`src/rtl/hdmi_rst_pkg.sv`:
```
// Shared definitions for the HDMI reset-release sequencer: FSM state
// encodings and default timing constants.
package hdmi_rst_pkg;

    typedef enum logic [2:0] {
        ST_HOLD      = 3'd0,
        ST_WAIT_LOCK = 3'd1,
        ST_RELEASE   = 3'd2,
        ST_RUN       = 3'd3
    } state_t;

    localparam int DEF_NUM_STAGES  = 3;
    localparam int DEF_LOCK_CYCLES = 1024;
    localparam int DEF_STAGE_GAP   = 16;
    localparam int DEF_CNT_W       = 16;

endpackage

```
`src/rtl/rst_cycle_cnt.sv`:
```
// Saturating up-counter with synchronous clear and a terminal-count compare.
module rst_cycle_cnt #(
    parameter int CNT_W = 16
) (
    input  logic             clk,
    input  logic             i_srst,
    input  logic             i_clr,
    input  logic             i_en,
    input  logic [CNT_W-1:0] i_tc_val,
    output logic [CNT_W-1:0] o_cnt,
    output logic             o_tc
);

    localparam logic [CNT_W-1:0] CNT_MAX = {CNT_W{1'b1}};

    logic [CNT_W-1:0] r_cnt;

    always_ff @(posedge clk) begin
        if (i_srst || i_clr) begin
            r_cnt <= '0;
        end else if (i_en && (r_cnt != CNT_MAX)) begin
            r_cnt <= r_cnt + CNT_W'(1);
        end
    end

    assign o_cnt = r_cnt;
    assign o_tc  = (r_cnt == i_tc_val);

endmodule

```
`src/rtl/rst_release_seq.sv`:
```
// Sequenced reset-release controller: waits for a stable PLL lock, then
// releases the active-low stage resets one at a time, lowest bit first.
module rst_release_seq
    import hdmi_rst_pkg::*;
#(
    parameter int NUM_STAGES  = DEF_NUM_STAGES,
    parameter int LOCK_CYCLES = DEF_LOCK_CYCLES,
    parameter int STAGE_GAP   = DEF_STAGE_GAP,
    parameter int CNT_W       = DEF_CNT_W
) (
    input  logic                  clk,
    input  logic                  syn_reset,
    input  logic                  pll_locked,
    input  logic                  soft_rst_req,
    output logic [NUM_STAGES-1:0] stage_rst_n,
    output logic                  seq_done,
    output logic [2:0]            seq_state
);

    localparam int IDX_W = (NUM_STAGES > 1) ? $clog2(NUM_STAGES) : 1;
    localparam logic [IDX_W-1:0]      LAST_IDX = IDX_W'(NUM_STAGES - 1);
    localparam logic [CNT_W-1:0]      LOCK_TC  = CNT_W'(LOCK_CYCLES - 1);
    localparam logic [CNT_W-1:0]      GAP_TC   = CNT_W'(STAGE_GAP - 1);
    localparam logic [NUM_STAGES-1:0] MASK_ONE = NUM_STAGES'(1);

    state_t                r_state, r_state_next;
    logic [NUM_STAGES-1:0] r_mask, r_mask_next;
    logic [IDX_W-1:0]      r_idx, r_idx_next;
    logic                  r_done, r_done_next;

    logic             w_lock_clr, w_lock_en, w_lock_tc;
    logic             w_gap_clr, w_gap_en, w_gap_tc;
    logic [CNT_W-1:0] w_lock_cnt, w_gap_cnt;
    logic             w_abort;

    rst_cycle_cnt #(.CNT_W(CNT_W)) u_lock_cnt (
        .clk      (clk),
        .i_srst   (syn_reset),
        .i_clr    (w_lock_clr),
        .i_en     (w_lock_en),
        .i_tc_val (LOCK_TC),
        .o_cnt    (w_lock_cnt),
        .o_tc     (w_lock_tc)
    );

    rst_cycle_cnt #(.CNT_W(CNT_W)) u_gap_cnt (
        .clk      (clk),
        .i_srst   (syn_reset),
        .i_clr    (w_gap_clr),
        .i_en     (w_gap_en),
        .i_tc_val (GAP_TC),
        .o_cnt    (w_gap_cnt),
        .o_tc     (w_gap_tc)
    );

    assign w_abort = !pll_locked || soft_rst_req;

    always_ff @(posedge clk) begin
        if (syn_reset) begin
            r_state <= ST_HOLD;
            r_mask  <= '0;
            r_idx   <= '0;
            r_done  <= 1'b0;
        end else begin
            r_state <= r_state_next;
            r_mask  <= r_mask_next;
            r_idx   <= r_idx_next;
            r_done  <= r_done_next;
        end
    end

    always_comb begin
        r_state_next = r_state;
        r_mask_next  = r_mask;
        r_idx_next   = r_idx;
        r_done_next  = r_done;
        w_lock_clr   = 1'b0;
        w_lock_en    = 1'b0;
        w_gap_clr    = 1'b0;
        w_gap_en     = 1'b0;

        case (r_state)
            ST_HOLD: begin
                r_mask_next  = '0;
                r_idx_next   = '0;
                r_done_next  = 1'b0;
                w_lock_clr   = 1'b1;
                w_gap_clr    = 1'b1;
                r_state_next = ST_WAIT_LOCK;
            end

            ST_WAIT_LOCK: begin
                if (w_abort) begin
                    w_lock_clr = 1'b1;
                end else if (w_lock_tc) begin
                    r_state_next = ST_RELEASE;
                    r_idx_next   = '0;
                    r_mask_next  = MASK_ONE;
                    w_lock_clr   = 1'b1;
                    w_gap_clr    = 1'b1;
                end else begin
                    w_lock_en = 1'b1;
                end
            end

            ST_RELEASE: begin
                // Abort is checked first so it beats a release due this cycle.
                if (w_abort) begin
                    r_state_next = ST_HOLD;
                    r_mask_next  = '0;
                    r_idx_next   = '0;
                    r_done_next  = 1'b0;
                    w_lock_clr   = 1'b1;
                    w_gap_clr    = 1'b1;
                end else if (w_gap_tc) begin
                    w_gap_clr = 1'b1;
                    if (r_idx == LAST_IDX) begin
                        r_state_next = ST_RUN;
                        r_done_next  = 1'b1;
                    end else begin
                        r_idx_next  = r_idx + IDX_W'(1);
                        // Sets only the lowest cleared bit, keeping release monotonic.
                        r_mask_next = r_mask | (r_mask + MASK_ONE);
                    end
                end else begin
                    w_gap_en = 1'b1;
                end
            end

            ST_RUN: begin
                if (w_abort) begin
                    r_state_next = ST_HOLD;
                    r_mask_next  = '0;
                    r_idx_next   = '0;
                    r_done_next  = 1'b0;
                    w_lock_clr   = 1'b1;
                    w_gap_clr    = 1'b1;
                end else begin
                    r_mask_next = '1;
                    r_done_next = 1'b1;
                end
            end

            default: begin
                r_state_next = ST_HOLD;
                r_mask_next  = '0;
                r_idx_next   = '0;
                r_done_next  = 1'b0;
                w_lock_clr   = 1'b1;
                w_gap_clr    = 1'b1;
            end
        endcase
    end

    assign stage_rst_n = r_mask;
    assign seq_done    = r_done;
    assign seq_state   = r_state;

endmodule

```
`config.mk`:
```
export PLATFORM = sky130hd
export DESIGN_NAME = rst_release_seq
export DESIGN_NICKNAME = d
export VERILOG_FILES = /design/src/rtl/hdmi_rst_pkg.sv /design/src/rtl/rst_cycle_cnt.sv /design/src/rtl/rst_release_seq.sv
export SDC_FILE = /design/constraint.sdc
export NUM_CORES = 1
export LEC_CHECK = 0
export BUFFER_PORTS_ARGS = -buffer_cell sky130_fd_sc_hd__buf_2
export CAP_MARGIN = 10
export CORE_ASPECT_RATIO = 1.5
export CORE_MARGIN = 2
export CORE_UTILIZATION = 65
export CTS_BUF_LIST = sky130_fd_sc_hd__clkbuf_8
export DETAILED_ROUTE_END_ITERATION = 8
export PLACE_DENSITY_LB_ADDON = 0.12
export SYNTH_ARGS = -nofsm -noshare
export SYNTH_HDL_FRONTEND = slang
export SYNTH_HIERARCHICAL = 1
export SYNTH_SLANG_ARGS = --single-unit
```
`constraint.sdc`:
```
create_clock -name clk -period 4 [get_ports clk]
set_input_delay 0.4 -clock clk [delete_from_list [all_inputs] [get_ports clk]]
set_output_delay 0.4 -clock clk [all_outputs]
set_load 0.01 [all_outputs]
```
# Word-level counts from Yosys, hierarchy flattened
# Cells that the tools add are included.
totals:
  register_bits: 41
  input_bits: 4
  out_inout_bits: 7
  elab_cells: 78
classes:
  add_sub_neg: 4
  n_eq_ne: 14
  mux: 40
  bitwise_logic: 2
  n_reduce_logical: 12
ops:
  columns: ["op", "count"]
  rows:
  - ["$mux 3", 12]
  - ["$add 16x1->16 const B", 2]
  - ["$ne 16x16->1 const B", 2]
  - ["$eq 16x10->1 const B", 1]
  - ["$eq 16x4->1 const B", 1]
  - ["$mux 1", 16]
  - ["$mux 2", 6]
  - ["$pmux 3 s4", 1]
  - ["$reduce_and 5->1", 2]
  - ["$pmux 3 s3", 1]
  - ["$eq 3x2->1 const B", 2]
  - ["$ne 3x3->1 const B", 2]
  - ["$pmux 1 s3", 2]
  - ["$pmux 2 s3", 1]
  - ["$ne 2x2->1 const B", 2]
  - ["$reduce_and 4->1", 1]
  - ["$add 3x1->3 const B", 1]
  - ["$eq 3x1->1 const B", 1]
  - ["$logic_not 3->1", 1]
  - ["$logic_or 1x1->1", 3]
  - ["$ne 3x2->1 const B", 1]
  - ["$or 3x3->3", 1]
  - ["$reduce_and 3->1", 1]
  - ["$add 2x1->2 const B", 1]
  - ["7 further kinds", 8]

# Depth between registers and ports, before layout
depth:
  word_depth: 6
  ltp_mapped: 11
  ltp_nobuf: 9

# Modules after synthesis
# The synthesis kept the hierarchy.
modules_own_cells:
  columns: ["module", "instances", "cells_per_inst", "area_each_um2", "seq_area_each_um2"]
  rows:
  - ["rst_cycle_cnt", 2, 128, 1043.5, 320.3]
  - ["rst_release_seq", 1, 56, 459.2, 160.2]

# Worst setup path after synthesis
# Ideal clock, no wire load.
synth_timing:
  path_kind: "register to register"
  from: "register u_lock_cnt.r_cnt[5] (netlist: u_lock_cnt/o_cnt[5])"
  to: "register u_gap_cnt.r_cnt[1] (netlist: u_gap_cnt/o_cnt[1])"
  setup_time_ns: 0.122
  arrival_ns: 2.253
  t_required_ns: 3.878
  slack_ns: 1.625
  path_stages_with_launch: 12
  n_path_buf: 2
  period_less_slack_ns: 2.375
  path_cell_list: "dfxtp_1 -> buf_2 -> xnor2_1 -> nand4_1 -> nor4_1 -> nand3b_1 -> o221ai_1 -> nor2_1 -> clkbuf_1 -> nand3_1 -> mux2i_1 -> a311o_1"
synth_via:
  elab_chain_cells: 5
synth_lines:
  columns: ["element", "line", "source"]
  rows:
  - ["start: declaration", "rst_cycle_cnt.sv:16", "logic [CNT_W-1:0] r_cnt;"]
  - ["start signal: assignment", "rst_cycle_cnt.sv:22", "r_cnt <= r_cnt + CNT_W'(1);"]
  - ["$eq 16x10->1", "rst_cycle_cnt.sv:27", "assign o_tc = (r_cnt == i_tc_val);"]
  - ["net w_lock_tc", "rst_release_seq.sv:31", "logic w_lock_clr, w_lock_en, w_lock_tc;"]
  - ["$mux 1", "rst_release_seq.sv:95", "end else if (w_lock_tc) begin"]
  - ["$mux 1", "rst_release_seq.sv:93", "if (w_abort) begin"]
  - ["$pmux 1 s3", "rst_release_seq.sv:82", "case (r_state)"]
  - ["net w_gap_clr", "rst_release_seq.sv:32", "logic w_gap_clr, w_gap_en, w_gap_tc;"]
  - ["$logic_or 1x1->1", "rst_cycle_cnt.sv:19", "if (i_srst || i_clr) begin"]
  - ["end signal: assignment", "rst_cycle_cnt.sv:22", null]
  - ["end: declaration", "rst_cycle_cnt.sv:16", null]
# The timed path passes the listed nets, and every way through them passes these cells.
# A chain may end at the register's enable or synchronous reset.

# Worst setup path after layout
# Same ends and word-level chain as after synthesis.

==> run_results.csv <==
group,metric,value,unit
cts,cts_buffers,5,
critical_path,worstPathMaxFanout,11,
sta,setup_violations,0,
synth,yosysUniqueCellTypes,46,
floorplanning,core-area,3720,sq um
cts,cts_tree,"built",
sta,finalHoldViolCount,0,
cts,cts_setup_buffers,0,
synth,synth_top_family_by_area,"simple AND/OR/NAND/NOR gates",
grt,globalRouteMet3Util,0.0446,
place,place_congestion,0.900,
sta,drv_slew,0,
synth,synth_edf_count,0,
synth,synth.largest_area_cell,"dfxtp_1",
pwr,p_leak,0.959,nW
critical_path,endpoint_kind,"register",
sta,grt_setup_unrepaired,"false",
synth,syn_area_per_cell,8.16,sq um
place,place_area,2700,sq um
floorplanning,start_util,0.685,
place,hpwl,4240,um
critical_path,crit_buf_inv,0,
synth,synth_cells,312,
synth,synth.cell_area,2550,sq um
floorplanning,die_area,4440,sq um
detailed_routing,dr.first_iter.drc_count,72,
layout,area_growth,8.94,%
synth,synth_warnings,6,
cts,holdBufCountCts,0,
floorplanning,rows,27,
critical_path,worstSetupStartpointType,"register",
floorplanning,fp.dieW,55.1,um
sta,tightest_slew,0.761,ns
synth,synth_fa_ha_area_frac,0.0147,
critical_path,cp_data_required_time,4.17,ns
critical_path,path_cells,"xnor2_1 > nand4_1 > nor4_1 > nand3b_1 > o221ai_1 > nor2_1 > nand3_1 > mux2i_1 > a311o_1",
cts,root_buffer,"clkbuf_8",
pwr,powerDensity,259,nW/um^2
sta,fin_tns_setup,0,ns
worst_hold_path,hold_class,"in2reg",
detailed_routing,drtAntennaViolNets,0,
layout,drive_above_1_share,0.0694,
grt,grt_pass1_wl,9140,um
synth,ys_seq_elements,40,
critical_path,critPathKind,"reg2reg",
layout,final_area,2770,sq um
synth,ys_seq_area_frac,0.314,
floorplanning,ios,11,
pwr,finalPower,719,uW
detailed_routing,wl_per_cell,14.3,um
sta,hold-worst-slack,0.407,ns
critical_path,critPathTopFamily,"simple AND/OR/NAND/NOR gates",
detailed_routing,dr.pass1.iters,5,
layout,final_cell_mix,"dfxtp_1 (40), xnor2_1 (33), conb_1 (33)",
synth,async_flop_share,0,
sta,max_slew_margin,0.490,
critical_path,crit_slowest_cell,"dfxtp_1",
place,portBuffers,9,
detailed_routing,via_count,2304,
synth,yosys-mux-area-fraction,0.0236,
flow_run,cap_violations,0,
synth,synth_compound_area_frac,0.184,
layout,insertedDiodeCount,0,
grt,gr-max-usage-layer,"met2",
grt,grt_start_max_net_pins,16,
cts,postCtsResizedCells,0,
synth,synthXorXnorAreaFrac,0.114,
grt,grt_overflow,0,
synth,yosysTopAreaCellShare,0.314,
critical_path,crit_arrival,2.89,ns
cts,clk_pin_slew,0.08,ns
layout,final_common_cell,"dfxtp_1",
sta,max_freq,368,MHz
grt,grt_pass1_vias,2159,
grt,grt_util_met1,0.298,
grt,grt_use_met2,0.508,
detailed_routing,remaining_drc_errors,0,
layout,layout.nets,353,
synth,synth_simple_gate_area_share,0.306,
critical_path,max_stage_delay,0.51,ns
cts,htreeDepth,2,
synth,synth_ff_type,"dfxtp_1",
sta,fin_crit_sh,0.679,
grt,grt_use_total,0.282,
pwr,ir_worst_vdd,0.000287,V
grt,antenna_found_initial,0,
cts,cts.path.max_buffers,2,
sta,clock_skew,0.00888,ns
cts,cts_sinks,40,
floorplanning,die_h,80.7,um
detailed_routing,viasPerCell,5.92,
detailed_routing,drt-total-wl,5560,um
status,outcome,"complete, no violations",
synth,ys_top_cells_by_area,"dfxtp_1 (31%), xnor2_1 (11%), a21oi_1 (4.5%)",
cts,clock_latency,0.29,ns
sta,min_period,2.72,ns
[where the power goes]
group	switching (mW)	internal, mW
sequential	0.00665	0.402
clock	0.130	0.116
combinational	0.0380	0.0270
[cell families (layout without fill, tap and decap cells)]
logic type,count (synthesis),count (layout)
XOR/XNOR,33,33
buffers and inverters,23,26
flip-flops,40,40
other,2,33
adder cells (fa/ha/maj),3,3
AND/OR/NAND/NOR,132,132
multiplexers,6,6
AO/OA/AOI/OAI,73,73
[worst reg2reg max path: cells and delay by family, from the launching register on]
family	cells	cell delay (ns)
DFF	1	0.51
AOI/OAI and AO/OA	2	0.63
xor gates and xnor gates	1	0.16
and+or+nand+nor	5	1.24
muxes	1	0.08
[Yosys cell counts (all sizes together), types with 2 or more instances]
| cell type | n |
|---|---|
| or3 | 7 |
| buf | 8 |
| and3 | 8 |
| nor3 | 9 |
| a31o | 2 |
| nand2b | 5 |
| inv | 10 |
| o31a | 2 |
| a21oi | 23 |
| or2 | 2 |
| xnor2 | 33 |
| conb | 2 |
| o21a | 3 |
| nor4 | 8 |
| o31ai | 8 |
| nor2 | 15 |
| dfxtp | 40 |
| or4 | 9 |
| a31oi | 6 |
| a311o | 2 |
| mux2i | 6 |
| nor4b | 2 |
| ha | 3 |
| o211ai | 2 |
| nand4 | 14 |
| o21ai | 15 |
| nor2b | 4 |
| o311a | 2 |
| a211oi | 2 |
| nand2 | 24 |
| nand3 | 16 |
| clkbuf | 5 |
| and2 | 6 |
[path summary, 6_finish.rpt]
path | slack [ns] | cells after the start | start | end
min | 0.41 | 2 | syn_reset | seq_state[0]
min reg2reg | 0.46 | 2 | stage_rst_n[1] | stage_rst_n[1]
max | 1.28 | 9 | u_lock_cnt/o_cnt[5] | u_gap_cnt/o_cnt[1]
max reg2reg | 1.28 | 9 | u_lock_cnt/o_cnt[5] | u_gap_cnt/o_cnt[1]
[area by class of cell]
| class | instances | area [sq um] |
|---|---|---|
| multi-input cells | 280 | 1760 |
| fillers | 306 | 942 |
| flip-flops and latches | 40 | 801 |
| clock buffers | 5 | 68.8 |
| well taps | 43 | 53.8 |
| repair buffers | 9 | 45.0 |
| inverters | 10 | 37.5 |
| clock inverters | 2 | 8.76 |
[per-stage QoR]
step           worst slack (ns)  cells  utilization
2_1_floorplan              1.63    343            -
6_report                   1.28    389        0.746
3_5_place_dp               1.35    382        0.726
3_3_place_gp               1.49    382        0.726
5_1_grt                    1.10    389        0.746
4_1_cts                    1.35    389        0.746
[state kept, by name (all words and copies together) (netlist names)]
name              count
seq_state             2
stage_rst_n           3
u_lock_cnt/o_cnt     16
u_gap_cnt/o_cnt      16
r_idx                 2
seq_done              1
[per-layer routing]
layer,part of all wire,vias to the layer above
met2,0.55,44
met1,0.40,1065
met4,0.021,0
met5,0,-
li1,-,1184
met3,0.022,11
(Power assumes the default switching activity.)
